[src/rtl/pc_fetch.sv]
// Instruction fetch stage: BOOT/RUN/HALT sequencer, PC register and IF/ID register.
// Optional jump predecode enabled by defining FETCH_JUMP_PREDECODE_EN.
module pc_fetch #(
  parameter int DEPTH = 16
) (
  input  logic        clk,
  input  logic        rst,
  output logic [31:0] pc_out,
  input  logic [31:0] inst,
  output logic        id_valid,
  input  logic        id_ready,
  output logic [31:0] id_inst,
  output logic [31:0] id_pc,
  input  logic        redirect_valid,
  input  logic [31:0] redirect_target,
  output logic        halted,
  output logic        fetch_err,
  output logic [15:0] fetch_count
);
  localparam logic [31:0] DEPTH_W = 32'(DEPTH);

  typedef enum logic [1:0] {BOOT, RUN, HALT} state_e;

  state_e      state_q, state_d;
  logic [31:0] pc_q, pc_d;
  logic        id_valid_q, id_valid_d;
  logic [31:0] id_inst_q, id_inst_d;
  logic [31:0] id_pc_q, id_pc_d;
  logic        fetch_err_q, fetch_err_d;
  logic [15:0] fetch_count_q, fetch_count_d;

  logic        is_jmp;
  logic [31:0] jmp_tgt, next_pc;

  always_comb begin
    is_jmp  = 1'b0;
    jmp_tgt = {4'b0, inst[25:0], 2'b00};
`ifdef FETCH_JUMP_PREDECODE_EN
    is_jmp  = (inst[31:26] == 6'b000010);
`else
    is_jmp  = 1'b0;
`endif
    next_pc = is_jmp ? jmp_tgt : pc_q + 32'd1;
  end

  always_comb begin
    state_d       = state_q;
    pc_d          = pc_q;
    id_valid_d    = id_valid_q;
    id_inst_d     = id_inst_q;
    id_pc_d       = id_pc_q;
    fetch_err_d   = fetch_err_q;
    fetch_count_d = fetch_count_q;
    case (state_q)
      BOOT: state_d = RUN;
      default: begin
        if (redirect_valid) begin
          // Redirect flushes IF/ID; an out-of-range target parks the stage.
          id_valid_d = 1'b0;
          if (redirect_target < DEPTH_W) begin
            pc_d    = redirect_target;
            state_d = RUN;
          end else begin
            fetch_err_d = 1'b1;
            state_d     = HALT;
          end
        end else if (state_q == HALT) begin
          if (id_ready) id_valid_d = 1'b0;
        end else if (!id_valid_q || id_ready) begin
          id_inst_d  = inst;
          id_pc_d    = pc_q;
          id_valid_d = 1'b1;
          if (fetch_count_q != 16'hFFFF) fetch_count_d = fetch_count_q + 16'd1;
          // Running off the end holds pc on the last word instead of wrapping.
          if (next_pc >= DEPTH_W) begin
            state_d = HALT;
            if (is_jmp) fetch_err_d = 1'b1;
          end else begin
            pc_d = next_pc;
          end
        end
      end
    endcase
  end

  always_ff @(posedge clk or negedge rst) begin
    if (!rst) begin
      state_q       <= BOOT;
      pc_q          <= '0;
      id_valid_q    <= 1'b0;
      id_inst_q     <= '0;
      id_pc_q       <= '0;
      fetch_err_q   <= 1'b0;
      fetch_count_q <= '0;
    end else begin
      state_q       <= state_d;
      pc_q          <= pc_d;
      id_valid_q    <= id_valid_d;
      id_inst_q     <= id_inst_d;
      id_pc_q       <= id_pc_d;
      fetch_err_q   <= fetch_err_d;
      fetch_count_q <= fetch_count_d;
    end
  end

  assign pc_out      = pc_q;
  assign id_valid    = id_valid_q;
  assign id_inst     = id_inst_q;
  assign id_pc       = id_pc_q;
  assign halted      = (state_q == HALT);
  assign fetch_err   = fetch_err_q;
  assign fetch_count = fetch_count_q;
endmodule

[config.mk]
export PLATFORM = sky130hd
export DESIGN_NAME = pc_fetch
export DESIGN_NICKNAME = d
export VERILOG_FILES = /design/src/rtl/pc_fetch.sv
export SDC_FILE = /design/constraint.sdc
export NUM_CORES = 1
export LEC_CHECK = 0
export CAP_MARGIN = 40
export CORE_MARGIN = 2
export CORE_UTILIZATION = 41
export CTS_CLUSTER_SIZE = 12
export DETAILED_ROUTE_END_ITERATION = 8
export PLACE_DENSITY = 0.77
export SYNTH_ARGS = -nofsm -noshare
export SYNTH_HDL_FRONTEND = slang
export SYNTH_SLANG_ARGS = --single-unit
[constraint.sdc]
create_clock -name clk -period 2.3 [get_ports clk]
set_input_delay 0.46 -clock clk [delete_from_list [all_inputs] [get_ports clk]]
set_output_delay 0.46 -clock clk [all_outputs]
set_load 0.03 [all_outputs]
Word-level counts from Yosys, hierarchy flattened
Index checks and enable logic that the tools add are counted.
{ "word_totals": {"regBits": 116, "in_bits": 68, "out_inout_bits": 115, "elab_cells": 50} }
{ "classes": {"n_addsub": 2, "order_cmp": 2, "n_eq_ne": 7, "mux": 15, "n_bitwise": 4, "reduce_logical": 13} }
{ "op_table": {"columns": ["op", "n"], "rows": [
  ["$mux W32", 5],
  ["$add A32 B1 Y32 const B", 1],
  ["$ge A32 B5 Y1 const B", 1],
  ["$lt A32 B5 Y1 const B", 1],
  ["$add A16 B1 Y16 const B", 1],
  ["$ne A16 B16 Y1 const B", 1],
  ["$mux W2", 6],
  ["$reduce_and A5 Y1", 2],
  ["$reduce_and A3 Y1", 3],
  ["$reduce_bool A3 Y1", 3],
  ["$mux W1", 4],
  ["$ne A2 B2 Y1 const B", 2],
  ["$not A1 Y1", 4],
  ["$reduce_and A4 Y1", 1],
  ["$ne A3 B2 Y1 const B", 1],
  ["$ne A3 B3 Y1 const B", 1],
  ["$eq A2 B2 Y1 const B", 1],
  ["$logic_not A2 Y1", 1],
  ["$ne A2 B1 Y1 const B", 1],
  ["$reduce_bool A2 Y1", 1],
  ["$logic_not A1 Y1", 1],
  ["$logic_or A1 B1 Y1", 1]
]} }

Longest topological paths before layout
{ "depth": {"ltp_word": 7, "ltp_mapped": 11} }

Worst setup path before layout
Ideal clock, no wire load.
{ "synth_timing": {"kind": "reg-to-reg", "start": "register pc_q[1], in the netlist pc_out[1]", "end": "register pc_q[0], in the netlist pc_out[0]", "setup_time_ps": 125, "arrival_time_ps": 2664, "required_time_ps": 2175, "setup_slack_ps": -489, "path_stages_with_launch": 11, "path_buffers": 1, "synth_period_minus_slack_ps": 2789, "cell_sequence": "dfrtp_1 ha_1 nand4_1 nor4_2 buf_6 nand2_1 a221o_1 nor4_2 nand4_2 and2_4 mux2_4"} }
{ "synth_between": {"elab_chain_len": 4} }
{ "synth_lines": {"columns": ["item", "line", "text"], "rows": [
  ["start, declared", "25", "logic [31:0] pc_q, pc_d;"],
  ["start signal, assigned", "97", "pc_q <= pc_d;"],
  ["$add A32 B1 Y32", "43", "next_pc = is_jmp ? jmp_tgt : pc_q + 32'd1;"],
  ["$ge A32 B5 Y1", "75", "if (next_pc >= DEPTH_W) begin"],
  ["$ne A2 B2 Y1 (no line)", null, null],
  ["$reduce_and A5 Y1 (no line)", null, null]
]} }
No other way between the ends.
A chain may end at the register's enable or synchronous reset.

Worst setup path in the final report
Ends and elaborated chain as after synthesis.

==> impl_metrics.toml <==
[power_and_ir_drop]
seqPwrFrac = 0.332
p_int_w = 0.00542
power_density_nw_per_um2 = 962
vdd_drop_max_uv = 684
p_leak_nw = 4.16
power_switching_share = 0.344
clockPowerShare = 0.323
power_frac_comb = 0.345
p_sw_w = 0.00284
total_power_w = 0.00826

[final_layout]
antenna_cells = 0
drive_gt1_frac = 0.205
final_nets = 885
syn_to_final_growth_pct = 63.6
nFillCells = 1002

[clock_tree]
cts-buffers-inserted = 17
root_buffer = "clkbuf_16"
clk_pin_slew_ns = 0.05
clock_path_buffers = 2
worst_skew_pair.late_latency_ns = 0.41
cts_tree = "yes"
htreeDepth = 4
cts.sinks = 116

[run_status]
violations = "setup timing"
outcome = "finished, violations left"

[worst_setup_path]
critPathKind = "reg -> reg"
cp-start-kind = "flip-flop"
cp.required_ns = 2.59
startpoint = "pc_out[1]$_DFFE_PN0P_"
rr_startpoint = "pc_out[1]$_DFFE_PN0P_"
rr_worst_depth = 9
crit_fanout = 4
critPathArrivalTime_ns = 2.88
r2r-end = "pc_out[0]$_DFFE_PN0P_"
rrSetupSlack_ns = -0.29
critPathCapture = "pc_out[0]$_DFFE_PN0P_"
crit_path_end_kind = "flip-flop"

[detailed_routing]
first_iter_violations = 303
avgRoutedWirePerCell_um = 15.9
drc = 0
dr.pass1.iters = 4
vias_per_cell = 5.10
postRouteWirelength_um = 15900
ant_nets = 0
via_count = 5100

[timing]
worst_slack_ns = -0.286
slew_violations = 0
worst_pin_slew_ns = 0.418
slew_headroom = 0.721
clock.fmax_mhz = 387
min_period_over_period = 1.12
fin_hold_ws_ns = 0.469
hold_violations = 0
grt_setup_unrepaired = "yes"
fin_crit_ns = 2.59
clock_skew_ns = 0.00741
finalSetupViolations = 34

[synth]
synth_common_cells = "nand2_1 (196), dfrtp_1 (116), and3_1 (33), clkbuf_1 (18), o21ai_0 (17)"
synth_top_cell_area_share = 0.553
yosysSeqAreaShare = 0.553
syn_inst = 552
yosys.cell_types.count = 61
syn_area_per_cell_um2 = 9.51
yosysMostFrequentCell = "nand2_1"
ys.warnings.count = 0
syn-cell-area_um2 = 5250
synthArstFlopShare = 1.00
synth.largest_area_cell = "dfrtp_1"
synth_seq_cells = 116
synth_ff_type = "dfrtp_1"
syn_nets = 622
synth_edf_count = 0
synth_area_leaders = "dfrtp_1 (55%), nand2_1 (14%), and3_1 (3.9%)"

[floorplanning]
ios = 183
start_util = 0.418
die_x_um = 117
fp-row-count = 41
core-area_um2 = 12600
die_h_um = 117
die_area_um2 = 13700

[min_path]
hp-start = "id_pc[18]$_DFFE_PN0P_"
hold_class = "reg -> reg"

[placement]
hpwl_um = 11400
io_buffers = 182
gp_congestion = 0.877

[grt]
track_usage = 0.240
overflow = 0
grt_pass1_wl_um = 25300
grt_start_max_net_pins = 67
antenna_found_initial = 0
grt_pass1_vias = 5265

[run]
max_cap_viol_count = 0
[per-layer routing]
metal	track usage	up-vias	wire, um
li1	-	2430	-
met1	0.299	2462	6650
met2	0.391	172	7900
met3	0.0623	36	940
met4	0.111	0	448
met5	0	-	0
[critical path, cell delays in order (launching register included)]
cell and delay (ns):
dfrtp_2 0.40, ha_4 0.15, nand4_1 0.15, nor4_4 0.34, nand2_1 0.09, a221o_1 0.35
nor4_4 0.32, nand4_2 0.18, and2_4 0.20, mux2_4 0.29
[layout make-up]
class | count | area (um^2) | area share
tap | 172 | 215 | 0.0251
multi-input combinational | 400 | 2300 | 0.268
clock inverter | 11 | 133 | 0.0154
sequential | 116 | 2920 | 0.340
clock buffer | 21 | 470 | 0.0548
timing repair buffer | 270 | 2510 | 0.292
inverter | 10 | 37.5 | 0.00437
[per-stage QoR]
| step | setup TNS (ns) | utilization | cell area [um^2] | worst slack [ns] | instances |
|---|---|---|---|---|---|
| 6_report | -7.00 | 0.683 | 8590 | -0.286 | 1000 |
| 3_3_place_gp | -7.28 | 0.623 | 7830 | -0.261 | 960 |
| 2_1_floorplan | -7.54 | - | 5300 | -0.331 | 552 |
| 5_1_grt | -10.63 | 0.683 | 8590 | -0.387 | 1000 |
| 3_5_place_dp | -10.16 | 0.623 | 7830 | -0.389 | 960 |
| 4_1_cts | -5.10 | 0.682 | 8570 | -0.236 | 998 |
[timing repair]
item | in CTS | in global routing
resized for setup | 19 | 1
endpoints found under the setup margin | 34 | 34
hold buffers | 1 | 0
hold endpoints to repair | 19 | 0
setup buffers | 4 | 2
pin swaps | 5 | 4
gates cloned | 1 | 0
[cells by family after synthesis]
| family | after synthesis | synth area share |
|---|---|---|
| multiplexers | 4 | 0.00882 |
| flip-flops | 116 | 0.553 |
| AO/OA/AOI/OAI | 47 | 0.0620 |
| AND/OR/NAND/NOR | 328 | 0.307 |
| XOR/XNOR | 18 | 0.0300 |
| buffers and inverters | 37 | 0.0346 |
| adder cells (fa/ha/maj) | 2 | 0.00477 |
[sequential cells by signal, summed over array words and instances, names as in the netlist]
register and count:
state_q 2, id_valid 1, fetch_err 1, id_pc 32, id_inst 32, fetch_count 16
pc_out 32
[power by group through the flow]
stage	registers, W	logic (W)	clock network, W
final	0.00274	0.00285	0.00267
after detailed placement	0.00276	0.00280	0
after floorplan	0.00347	0.000735	0
after global placement	0.00274	0.00273	0
after global routing	0.00279	0.00307	0.00281
after CTS	0.00274	0.00286	0.00271
[placed cells by master, fill, tap and decap left out, types with 4 or more instances in the layout]
cell / count
nand2_1: 194
clkdlybuf4s50_1: 181
dfrtp_1: 101
buf_4: 85
and3_1: 33
clkbuf_16: 17
nand4_1: 16
nor2_1: 15
o21ai_0: 15
dfrtp_2: 15
nand3_1: 12
xnor2_1: 11
inv_1: 9
nor4_1: 8
and4_1: 7
xor2_1: 7
clkinv_2: 7
nor3_1: 5
nor4_4: 5
a31oi_1: 4
[worst min path at each step]
stage	end	slack, ns	cells after the start
final	id_pc[18]$_DFFE_PN0P_	0.47	2
after global routing	id_inst[20]$_DFFE_PN0P_	0.49	2
after CTS	fetch_count[9]$_DFFE_PN0P_	0.47	2
after detailed placement	fetch_count[9]$_DFFE_PN0P_	0.37	1
after global placement	fetch_count[8]$_DFFE_PN0P_	0.36	1
after floorplan	fetch_count[0]$_DFFE_PN0P_	0.16	0
(Power assumes the default switching activity.)
